$ cat src/rtl/fetch_pkg.sv
// Shared types and constants for the SRAM pixel fetcher and its output FIFO.
package fetch_pkg;

  localparam int unsigned SRAM_ADDR_W = 20;
  localparam int unsigned SRAM_DATA_W = 16;

  typedef enum logic [1:0] {
    IDLE,
    W1,
    W2,
    WAIT
  } fetch_state_e;

  typedef struct packed {
    logic                   eol;
    logic                   last;
    logic [SRAM_DATA_W-1:0] word_1;
    logic [SRAM_DATA_W-1:0] word_2;
  } pix_entry_t;

  // Word address of one half of pixel p; wraps modulo 2^SRAM_ADDR_W.
  function automatic logic [SRAM_ADDR_W-1:0] pix_addr(
    input logic [SRAM_ADDR_W-1:0] base,
    input logic [31:0]            p,
    input logic                   second
  );
    logic [SRAM_ADDR_W-1:0] offs;
    offs = SRAM_ADDR_W'(p << 1);
    return base + offs + SRAM_ADDR_W'(second);
  endfunction

endpackage

$ cat src/rtl/sync_fifo.sv
// Single-clock FIFO, power-of-two depth; simultaneous push and pop is legal at any fill level.
module sync_fifo #(
  parameter int unsigned WIDTH = 34,
  parameter int unsigned DEPTH = 4
) (
  input  logic                   clk,
  input  logic                   rst_n,
  input  logic                   push,
  input  logic                   pop,
  input  logic [WIDTH-1:0]       din,
  output logic [WIDTH-1:0]       dout,
  output logic [$clog2(DEPTH):0] count,
  output logic                   empty,
  output logic                   full
);

  localparam int unsigned AW = $clog2(DEPTH);

  logic [WIDTH-1:0] mem [DEPTH];
  logic [AW-1:0]    rd_ptr;
  logic [AW-1:0]    wr_ptr;
  logic             do_push;
  logic             do_pop;

  assign empty   = (count == '0);
  assign full    = (count == (AW+1)'(DEPTH));
  assign do_pop  = pop && !empty;
  // A pop in the same cycle frees the slot, so push into full is accepted then.
  assign do_push = push && (!full || do_pop);
  assign dout    = mem[rd_ptr];

  always_ff @(posedge clk) begin
    if (do_push) begin
      mem[wr_ptr] <= din;
    end
  end

  always_ff @(posedge clk or negedge rst_n) begin
    if (!rst_n) begin
      rd_ptr <= '0;
      wr_ptr <= '0;
      count  <= '0;
    end else begin
      if (do_push) begin
        wr_ptr <= wr_ptr + AW'(1);
      end
      if (do_pop) begin
        rd_ptr <= rd_ptr + AW'(1);
      end
      unique case ({do_push, do_pop})
        2'b10:   count <= count + (AW+1)'(1);
        2'b01:   count <= count - (AW+1)'(1);
        default: count <= count;
      endcase
    end
  end

endmodule

$ cat src/rtl/sram_pixel_fetcher.sv
// Raster-order frame reader: two async-SRAM word reads per pixel, delivered through a small FIFO.
module sram_pixel_fetcher
  import fetch_pkg::*;
#(
  parameter int unsigned            IMG_W      = 640,
  parameter int unsigned            IMG_H      = 480,
  parameter logic [SRAM_ADDR_W-1:0] BASE_ADDR  = 20'h0,
  parameter int unsigned            FIFO_DEPTH = 4
) (
  input  logic                   i_clk,
  input  logic                   i_rst_n,
  input  logic                   i_start,
  output logic                   o_busy,
  output logic [SRAM_ADDR_W-1:0] o_sram_addr,
  output logic                   o_sram_ce_n,
  output logic                   o_sram_oe_n,
  output logic                   o_sram_we_n,
  output logic                   o_sram_ub_n,
  output logic                   o_sram_lb_n,
  input  logic [SRAM_DATA_W-1:0] i_sram_dq,
  output logic                   o_pix_valid,
  input  logic                   i_pix_ready,
  output logic [SRAM_DATA_W-1:0] o_pix_data_1,
  output logic [SRAM_DATA_W-1:0] o_pix_data_2,
  output logic                   o_pix_eol,
  output logic                   o_pix_last
);

  localparam int unsigned NPIX  = IMG_W * IMG_H;
  localparam int unsigned P_W   = (NPIX > 1) ? $clog2(NPIX) : 1;
  localparam int unsigned X_W   = (IMG_W > 1) ? $clog2(IMG_W) : 1;
  localparam int unsigned CNT_W = $clog2(FIFO_DEPTH) + 1;

  fetch_state_e           state;
  fetch_state_e           state_next;
  logic [P_W-1:0]         p_q;
  logic [X_W-1:0]         x_q;
  logic [SRAM_DATA_W-1:0] word1_q;
  logic                   is_last;
  logic                   is_eol;

  logic                   fifo_push;
  logic                   fifo_pop;
  pix_entry_t             fifo_din;
  pix_entry_t             fifo_dout;
  logic [CNT_W-1:0]       fifo_count;
  logic                   fifo_empty;
  logic                   fifo_full;

  assign is_last = (p_q == P_W'(NPIX - 1));
  assign is_eol  = (x_q == X_W'(IMG_W - 1));

  always_ff @(posedge i_clk or negedge i_rst_n) begin
    if (!i_rst_n) begin
      state <= IDLE;
    end else begin
      state <= state_next;
    end
  end

  always_comb begin
    state_next = state;
    unique case (state)
      IDLE: if (i_start) state_next = W1;
      W1:   state_next = W2;
      W2: begin
        // Pre-push count decides: leaving room for one more push keeps W2 from ever seeing a full FIFO.
        if (is_last) begin
          state_next = IDLE;
        end else if (fifo_count <= CNT_W'(FIFO_DEPTH - 2)) begin
          state_next = W1;
        end else begin
          state_next = WAIT;
        end
      end
      WAIT: if (!fifo_full) state_next = W1;
      default: state_next = IDLE;
    endcase
  end

  always_comb begin
    o_sram_ce_n = 1'b1;
    o_sram_oe_n = 1'b1;
    o_sram_addr = '0;
    fifo_push   = 1'b0;
    unique case (state)
      W1: begin
        o_sram_ce_n = 1'b0;
        o_sram_oe_n = 1'b0;
        o_sram_addr = pix_addr(BASE_ADDR, 32'(p_q), 1'b0);
      end
      W2: begin
        o_sram_ce_n = 1'b0;
        o_sram_oe_n = 1'b0;
        o_sram_addr = pix_addr(BASE_ADDR, 32'(p_q), 1'b1);
        fifo_push   = 1'b1;
      end
      default: ;
    endcase
  end

  always_ff @(posedge i_clk or negedge i_rst_n) begin
    if (!i_rst_n) begin
      p_q     <= '0;
      x_q     <= '0;
      word1_q <= '0;
    end else begin
      unique case (state)
        IDLE: begin
          if (i_start) begin
            p_q <= '0;
            x_q <= '0;
          end
        end
        W1: word1_q <= i_sram_dq;
        W2: begin
          if (!is_last) begin
            p_q <= p_q + P_W'(1);
            x_q <= is_eol ? '0 : x_q + X_W'(1);
          end
        end
        default: ;
      endcase
    end
  end

  assign fifo_din = '{eol: is_eol, last: is_last, word_1: word1_q, word_2: i_sram_dq};
  assign fifo_pop = o_pix_valid && i_pix_ready;

  sync_fifo #(
    .WIDTH($bits(pix_entry_t)),
    .DEPTH(FIFO_DEPTH)
  ) u_fifo (
    .clk   (i_clk),
    .rst_n (i_rst_n),
    .push  (fifo_push),
    .pop   (fifo_pop),
    .din   (fifo_din),
    .dout  (fifo_dout),
    .count (fifo_count),
    .empty (fifo_empty),
    .full  (fifo_full)
  );

  // Head fields are forced to zero when empty so stale storage never shows on the outputs.
  assign o_pix_valid  = !fifo_empty;
  assign o_pix_data_1 = fifo_empty ? '0 : fifo_dout.word_1;
  assign o_pix_data_2 = fifo_empty ? '0 : fifo_dout.word_2;
  assign o_pix_eol    = !fifo_empty && fifo_dout.eol;
  assign o_pix_last   = !fifo_empty && fifo_dout.last;

  assign o_busy      = (state != IDLE) || !fifo_empty;
  assign o_sram_we_n = 1'b1;
  assign o_sram_ub_n = 1'b0;
  assign o_sram_lb_n = 1'b0;

endmodule

$ cat config.mk
export PLATFORM = sky130hd
export DESIGN_NAME = sram_pixel_fetcher
export DESIGN_NICKNAME = d
export VERILOG_FILES = /design/src/rtl/fetch_pkg.sv /design/src/rtl/sync_fifo.sv /design/src/rtl/sram_pixel_fetcher.sv
export SDC_FILE = /design/constraint.sdc
export NUM_CORES = 1
export LEC_CHECK = 0
export ABC_CLOCK_PERIOD_IN_PS = 2700
export BUFFER_PORTS_ARGS = -buffer_cell sky130_fd_sc_hd__buf_2
export CORE_AREA = 8 8 158 115
export CTS_CLUSTER_DIAMETER = 50
export CTS_CLUSTER_SIZE = 40
export DETAILED_ROUTE_END_ITERATION = 8
export DIE_AREA = 0 0 166 123
export PLACE_DENSITY = 0.82
export RECOVER_POWER = 50
export SYNTH_ARGS = -nofsm -noshare
export SYNTH_HDL_FRONTEND = slang
export SYNTH_SLANG_ARGS = --single-unit
$ cat constraint.sdc
create_clock -name i_clk -period 2.7 [get_ports i_clk]
set_input_delay 0.405 -clock i_clk [delete_from_list [all_inputs] [get_ports i_clk]]
set_output_delay 0.405 -clock i_clk [all_outputs]
set_load 0.02 [all_outputs]
# Word level (Yosys, flattened, before mapping)
# Memory sizes are Yosys's and may differ from the RTL's.
# Cells that the tools add are included.
dict set report totals {
  word_cells 64
  ff_bits 54
  mem_count 1
  mem_bits_rw 136
  in_bits 20
}
dict set report classes {
  eq_ne 11
  reduce_logical 17
  add_sub_neg 7
  n_mux 20
  order_cmp 1
}
# memory words word_bits rd rd_ports_with_merged_regs write_ports line_no
set mem_list {}
lappend mem_list {u_fifo.mem 4 34 1 0 1 sync_fifo.sv:19} ;# logic [WIDTH-1:0] mem [DEPTH];
# cell n
set ops {}
lappend ops {{$pmux W20 S2} 1}
lappend ops {{$mux W19} 2}
lappend ops {{$pmux W19 S2} 1}
lappend ops {{$mux W16} 2}
lappend ops {{$mux W10} 3}
lappend ops {{$add A20 B1 Y20 const B} 1}
lappend ops {{$pmux W10 S2} 1}
lappend ops {{$add A19 B1 Y19 const B} 1}
lappend ops {{$eq A19 B19 Y1 const B} 1}
lappend ops {{$add A10 B1 Y10 const B} 1}
lappend ops {{$eq A10 B10 Y1 const B} 1}
lappend ops {{$mux W2} 4}
lappend ops {{$pmux W2 S4} 1}
lappend ops {{$eq A2 B2 Y1 const B} 3}
lappend ops {{$ne A2 B2 Y1 const B} 3}
lappend ops {{$pmux W3 S2} 1}
lappend ops {{$reduce_bool A2 Y1} 3}
lappend ops {{$logic_and A1 B1 Y1} 5}
lappend ops {{$add A2 B1 Y2 const B} 2}
lappend ops {{$eq A2 B1 Y1 const B} 2}
lappend ops {{$mux W1} 4}
lappend ops {{$add A3 B1 Y3 const B} 1}
lappend ops {{$eq A3 B3 Y1 const B} 1}
lappend ops {{$le A3 B2 Y1 const B} 1}
lappend ops {{other kinds (8)} 10}

# Depth between registers and ports, before layout
# Gate-level depths: netlist of the first run.
dict set report depth {
  ltp_word 8
  depth_mapped 11
  depth_no_buf 9
}

# Modules after synthesis
# A second synthesis of the first run with hierarchy kept.
dict set report hier_totals {
  hier_cells 549
  hier_area_um2 8340.5
}
# mod instances area_per_inst_um2 cells_per_inst seq_area_each_um2
set by_module_without_submodules {}
lappend by_module_without_submodules {sync_fifo 1 5332.6 216 4259.1}
lappend by_module_without_submodules {sram_pixel_fetcher 1 3007.9 333 1176.1}

# Least setup slack after synthesis of the first run
# Ideal clock, no wire load.
dict set report synth_path {
  path_kind {register to register}
  start {register state[0]}
  end {memory u_fifo.mem[0][0] (enable)}
  required_time_ps 2306
  path_stages_with_launch 7
  t_arrival_ps 2528
  path_slack_ps -222
  setup_time_ps 394
  path_cell_list {dfrtp_1 -> inv_1 -> ha_1 -> clkbuf_1 -> clkinv_1 -> a31oi_1 -> and2_1}
}
dict set report synth_between {
  elab_chain_cells 5
}
# element line_no
set synth_lines {}
lappend synth_lines {{from (decl)} sram_pixel_fetcher.sv:34} ;# fetch_state_e state;
lappend synth_lines {{from (signal assigned)} sram_pixel_fetcher.sv:57} ;# state <= state_next;
lappend synth_lines {{$eq A2 B2 Y1} sram_pixel_fetcher.sv:86} ;# unique case (state)
lappend synth_lines {{$mux W1} sram_pixel_fetcher.sv:86}
lappend synth_lines {{$logic_and A1 B1 Y1} sync_fifo.sv:29} ;# assign do_push = push && (!full || do_pop);
lappend synth_lines {{$mux W1} sync_fifo.sv:33} ;# if (do_push) begin
lappend synth_lines {{$mux W1 (not written as such)} sync_fifo.sv:34} ;# mem[wr_ptr] <= din;
lappend synth_lines {{to (decl)} sync_fifo.sv:19}
# No other way between the ends.

# Final worst setup path of the first run
dict set report layout_path {
  start {register state[0]}
  end {output o_sram_addr[13]}
}
dict set report layout_between {
  elab_chain_cells 2
  word_cells_on_any_way 3
  cone_classes {2 x eq/ne; 1 x mux}
}
# element line_no
set layout_lines {}
lappend layout_lines {{$eq A2 B2 Y1 or $eq A2 B1 Y1 (tied branches)} sram_pixel_fetcher.sv:86}
lappend layout_lines {{$pmux W20 S2 *} sram_pixel_fetcher.sv:86}
lappend layout_lines {{to (decl)} sram_pixel_fetcher.sv:14} ;# output logic [SRAM_ADDR_W-1:0] o_sram_addr,
# Mark *: on every way between the ends. The rest lies on a longest branch, timed or not.

==> results.json, run 1 <==
{
  "clkLatencyLatePin_ns": 0.43,
  "ir_worst_vdd_uv": 599.2,
  "rsz0062_at_grt": "false",
  "fin_crit_sh_pct": 95.02,
  "path_common_cell": "buf_4",
  "drtAntennaViolNets": 0,
  "grt_usage_pct": 17.27,
  "grt_max_degree": 37,
  "clock.fmax_ghz": 0.3898,
  "ff_latch_area_mm2": 0.005439,
  "synth-edff-count": 136,
  "port_buffers": 77,
  "leakagePower_nw": 3.551,
  "dp.cells": 818,
  "maxSlewHeadroom_pct": 16.61,
  "min_path_type": "in2reg",
  "critPathTopFamily": "buffers and inverters",
  "fin_cells": 851,
  "place.gp.congestion": 0.8243,
  "io_pins": 81,
  "yosysWarnings": 0,
  "synth-main-ff-cell": "edfxtp_1",
  "start_kind": "flip-flop",
  "drv_slew": 0,
  "required_ns": 2.30,
  "avgRoutedWirePerCell_um": 20.47,
  "cts_tree": "yes",
  "gr-usage-met1_pct": 21.65,
  "switching_share_pct": 34.57,
  "die_x_um": 166,
  "cts_root_buffer": "clkbuf_16",
  "crit_type": "reg2out",
  "synth_seq_area_share_pct": 66.40,
  "synth_seq_cells": 190,
  "grtUsageMet2_pct": 29.17,
  "cts_setup_buffers": 0,
  "clockBufferDepth": 2,
  "p_sw_mw": 3.485,
  "use_met3_pct": 4.242,
  "setup_viol": 0,
  "die_y_um": 123,
  "nNetsFinal": 664,
  "wl_um": 17420,
  "drt-pass1-iter-count": 5,
  "timing.setup.tns_ns": 0,
  "drt_iter0_markers": 374,
  "cts_sinks": 190,
  "coreArea_mm2": 0.01586,
  "syn_area_mm2": 0.008185,
  "path_clk_slew_ns": 0.07,
  "antenna_found_initial": 0,
  "drive_above_1_share_pct": 24.92,
  "via_per_inst": 5.897,
  "drc_errors": 0,
  "p_seq_share_pct": 40.3,
  "worst_slack_ns": 0.1344,
  "multi_input_area_mm2": 0.002544,
  "areaGrowthSynthToFinish_pct": 15.21,
  "cpMaxStageDelayCell": "dfrtp_1",
  "overflow": 0,
  "p_int_mw": 6.596,
  "antenna_cells": 0,
  "clkPwrFrac_pct": 25.1,
  "cts_buffers": 17,
  "top_usage_layer": "met2",
  "worst_pin_slew_ns": 1.251,
  "async_flop_share_pct": 28.42,
  "grt_pass1_vias": 5118,
  "vias": 5018,
  "cap_violations": 0,
  "power.density_mw_per_mm2": 1069,
  "slowest_delay_ns": 0.41,
  "std_cell_rows": 39,
  "hold_slack_ns": 0.2783,
  "fill_cells": 1134,
  "dpl.hpwl_um": 11090,
  "clock_skew_ns": 0.007779,
  "p_comb_share_pct": 34.6,
  "period_minus_slack_ns": 2.566,
  "dp_slack_ns": 0.4417,
  "worstPathCellList": "inv_1, ha_1, buf_4, nor2_4, nor2_1, buf_4, and2_1, buf_2",
  "ys_types": 57,
  "syn_avg_cell_area_um2": 14.96,
  "path_max_fanout": 26,
  "hold_viol": 0,
  "crit_buf_inv": 4,
  "status": "complete, no violations",
  "synthCells": 547,
  "end_kind": "primary output",
  "die_area_mm2": 0.02042,
  "cp.arrival_ns": 2.16,
  "cts_max_level": 4,
  "initial_core_util_pct": 51.61,
  "grt_pass1_wl_um": 27400
}
## cell families after synthesis
logic type | after synthesis | share of synthesized area [%]
flip-flops | 190 | 66.40
buffers and inverters | 48 | 2.690
adder cells (fa/ha/maj) | 11 | 1.773
XOR/XNOR | 6 | 0.6421
AO/OA/AOI/OAI | 71 | 5.381
other | 2 | 0.09175
AND/OR/NAND/NOR | 166 | 11.08
multiplexers | 53 | 11.94
## registers in the layout, indices dropped and copies added, names as in the netlist
register and flops:
state 2, u_fifo.count 3, x_q 10, word1_q 16, u_fifo.wr_ptr 2, u_fifo.rd_ptr 2, p_q 19, u_fifo.mem 136
## per-stage QoR
| step | util [%] | cell area (um^2) | power, mW |
|---|---|---|---|
| detailed placement | 55.82 | 8852 | 7.591 |
| global placement | 55.82 | 8852 | 7.411 |
| global route | 59.46 | 9430 | 10.55 |
| floorplan | - | 8194 | 6.397 |
| CTS | 59.65 | 9459 | 10.14 |
| finish | 59.46 | 9430 | 10.08 |
## power by group through the flow
stage               Sequential, mW  Combinational [mW]  Clock [mW]
floorplan                     3.92                2.48           0
global placement              4.04                3.37           0
detailed placement            4.10                3.49           0
CTS                           4.05                3.52        2.57
global route                  4.10                3.75        2.69
finish                        4.06                3.49        2.53
## final cells by class
type                            count  area share (%)
Tap cell                          205           2.720
Sequential cell                   190           57.68
Clock buffer                       20           4.630
Clock inverter                     12           1.672
Timing Repair Buffer               98           5.692
Multi-Input combinational cell    310           26.97
Inverter                           16          0.6369
## final timing paths
kind	depth (start not counted)	endpoint	slack, ns	start
worst max-delay path	8	o_sram_addr[13]	0.13	state[0]
worst min-delay path	1	u_fifo.mem[0][15]	0.28	i_sram_dq[15]
worst max register to register	7	p_q[2]	0.25	p_q[0]
worst min register to register	0	u_fifo.mem[0][27]	0.52	word1_q[11]
max in group asynchronous	3	p_q[15]	0.71	i_rst_n
min in group asynchronous	2	word1_q[15]	0.57	i_rst_n
## timing repair
item	4_1_cts	5_1_grt
hold buffers	1	0
hold endpoints to repair	10	0
resized for setup	1	2
endpoints found under the setup margin	16	21
pin swaps	0	0
## synthesized netlist by cell type (2+ instances only)
cell	instances	area share, %
nor3_1	6	0.37
buf_4	4	0.37
nand2_1	31	1.4
and3_1	4	0.31
o211ai_1	3	0.28
conb_1	2	0.092
buf_2	7	0.43
nand3_1	21	1.3
mux4_2	34	9.4
clkbuf_1	16	0.73
dfrtp_1	54	17
o41ai_1	2	0.21
nor2_1	19	0.87
ha_1	10	1.5
nand4_1	7	0.53
inv_1	15	0.69
and4_1	4	0.43
a31oi_1	8	0.61
edfxtp_1	136	50
a21oi_1	10	0.61
or3_1	4	0.31
mux2i_1	2	0.24
buf_6	2	0.28
buf_1	2	0.092
o21ai_0	30	1.8
xor2_1	3	0.32
mux2_2	17	2.3
xnor2_1	3	0.32
and2_1	59	4.5
o31ai_1	5	0.46
## metal layers
layer	vias to the layer above	routed length [um]	part of all wire, %
met5	-	0	0
met4	0	325	1.9
met3	32	922	5.3
met2	189	8837	51
met1	2558	7338	42
li1	2239	-	-
## cells in the final DEF (no fill, tap or decap), types with 6 or more instances in the layout
cell,Yosys,final
clkbuf_16,0,17
ha_1,10,10
edfxtp_1,136,136
nand2_1,31,31
buf_4,4,15
o21ai_0,30,30
a31oi_1,8,8
inv_1,15,15
buf_2,7,58
clkbuf_1,16,24
nand4_1,7,7
a21oi_1,10,10
nand3_1,21,21
nor2_1,19,18
mux2_2,17,17
mux4_2,34,34
dfrtp_1,54,53
and2_1,59,55
nor3_1,6,6
Note: power is estimated with default switching activity, not from simulation.
==> run 2: changes to the inputs <==
RECOVER_POWER = 100   (was 50)
==> run 2 against run 1 <==
  * Final area shrank 0.34%
  * Final cell count is the same
  * Critical endpoint unchanged
  * Worst setup slack got worse by 0.012 ns
  * Largest cell class unchanged
==> results.json, run 2 (synthesis results as in run 1) <==
{
  "required_ns": 2.30,
  "clkLatencyLatePin_ns": 0.43,
  "clock_skew_ns": 0.007759,
  "clock.fmax_ghz": 0.3880,
  "fin_crit_sh_pct": 95.45,
  "die_area_mm2": 0.02042,
  "drive_above_1_share_pct": 23.68,
  "p_comb_share_pct": 34.4,
  "drt_iter0_markers": 494,
  "via_per_inst": 5.848,
  "final_common_cell": "edfxtp_1",
  "die_y_um": 123,
  "avgRoutedWirePerCell_um": 20.34,
  "top_usage_layer": "met2",
  "worst_pin_slew_ns": 1.227,
  "path_common_cell": "buf_4",
  "crit_type": "reg2out",
  "io_pins": 81,
  "maxSlewHeadroom_pct": 18.19,
  "path_max_fanout": 26,
  "dpl.hpwl_um": 11090,
  "leakagePower_nw": 3.501,
  "clockBufferDepth": 2,
  "start_kind": "flip-flop",
  "vias": 4977,
  "drt-pass1-iter-count": 5,
  "grtUsageMet2_pct": 29.17,
  "drc_errors": 0,
  "status": "complete, no violations",
  "overflow": 0,
  "antenna_cells": 0,
  "grt_pass1_wl_um": 27400,
  "ir_worst_vdd_uv": 600.5,
  "largest_register_ffs": 136,
  "end_kind": "primary output",
  "cts_max_level": 4,
  "switching_share_pct": 34.70,
  "period_minus_slack_ns": 2.577,
  "port_buffers": 77,
  "rsz0062_at_grt": "false",
  "initial_core_util_pct": 51.61,
  "grt_pass1_vias": 5118,
  "worstPathCellList": "inv_1, ha_1, buf_4, nor2_4, nor2_1, buf_4, and2_1, clkbuf_2",
  "cts_setup_buffers": 0,
  "fin_cells": 851,
  "cts_buffers": 17,
  "layout_common_cells": "136 x edfxtp_1, 53 x dfrtp_1, 51 x clkbuf_2",
  "use_met3_pct": 4.242,
  "dp.cells": 818,
  "drtAntennaViolNets": 0,
  "grt_max_degree": 37,
  "grt_usage_pct": 17.27,
  "timing.setup.tns_ns": 0,
  "gr-usage-met1_pct": 21.65,
  "setup_viol": 0,
  "wl_um": 17310,
  "cts_tree": "yes",
  "p_sw_mw": 3.487,
  "std_cell_rows": 39,
  "place.gp.congestion": 0.8243,
  "min_path_type": "in2reg",
  "coreArea_mm2": 0.01586,
  "cts_root_buffer": "clkbuf_16",
  "nNetsFinal": 664,
  "drv_slew": 0,
  "hold_viol": 0,
  "areaGrowthSynthToFinish_pct": 14.81,
  "slowest_delay_ns": 0.41,
  "path_clk_slew_ns": 0.07,
  "cpMaxStageDelayCell": "dfrtp_1",
  "die_x_um": 166,
  "cts_sinks": 190,
  "p_seq_share_pct": 40.3,
  "power.density_mw_per_mm2": 1069,
  "cp.arrival_ns": 2.17,
  "top_regs": "u_fifo.mem (136), p_q (19), word1_q (16)",
  "antenna_found_initial": 0,
  "regMostFlops": "u_fifo.mem",
  "clkPwrFrac_pct": 25.3,
  "cap_violations": 0,
  "p_int_mw": 6.561
}
run 2: metal layers:
metal  vias up  share of wire [%]
met2       178                 51
li1       2235                  -
met1      2535                 42
met5         -                  0
met4         0                1.8
met3        29                5.4
run 2: power by group through the flow:
stage                     registers [mW]  logic, mW  clock network (mW)
final                               4.05       3.46                2.54
after global routing                4.11       3.72                2.69
after CTS                           4.05       3.52                2.57
after detailed placement            4.10       3.49                   0
after global placement              4.04       3.37                   0
after floorplan                     3.92       2.48                   0
run 2: path summary, 6_finish.rpt:
check	startpoint	cells past startpoint	slack (ns)	endpoint
max	state[0]	8	0.12	o_sram_addr[13]
min	i_sram_dq[15]	1	0.27	u_fifo.mem[0][15]
max reg2reg	state[0]	6	0.24	u_fifo.mem[0][26]
min reg2reg	p_q[18]	1	0.51	p_q[18]
max in group asynchronous	i_rst_n	3	0.68	p_q[15]
min in group asynchronous	i_rst_n	2	0.57	word1_q[0]
run 2: repair_timing:
item / in CTS / in global routing
hold buffers: 1 / 0
endpoints found under the setup margin: 16 / 21
resized for setup: 1 / 2
hold endpoints to repair: 10 / 0
run 2: critical path: cells and delay by family (launching register included):
family | cells | cell delay [ns]
AND/OR/NAND/NOR | 3 | 0.36
buffers and inverters | 4 | 0.77
flip-flops | 1 | 0.41
adder cells (fa/ha/maj) | 1 | 0.19
run 2: area by class of cell:
class	instances	area [um^2]
fillers	1145	6461
flip-flops and latches	190	5439
multi-input cells	310	2541
repair buffers	98	506.7
clock buffers	20	436.7
well taps	205	256.5
clock inverters	12	157.7
inverters	16	60.06
run 2: metrics by stage:
stage	hold WS, ns	worst slack, ns	cell area, um^2	util [%]	power [mW]
floorplan	0.1094	0.1219	8194	-	6.397
global placement	0.3229	0.5454	8852	55.82	7.411
detailed placement	0.3276	0.4417	8852	55.82	7.591
CTS	0.1891	0.06140	9459	59.65	10.14
global route	0.2696	0.02552	9398	59.26	10.52
finish	0.2683	0.1228	9398	59.26	10.05
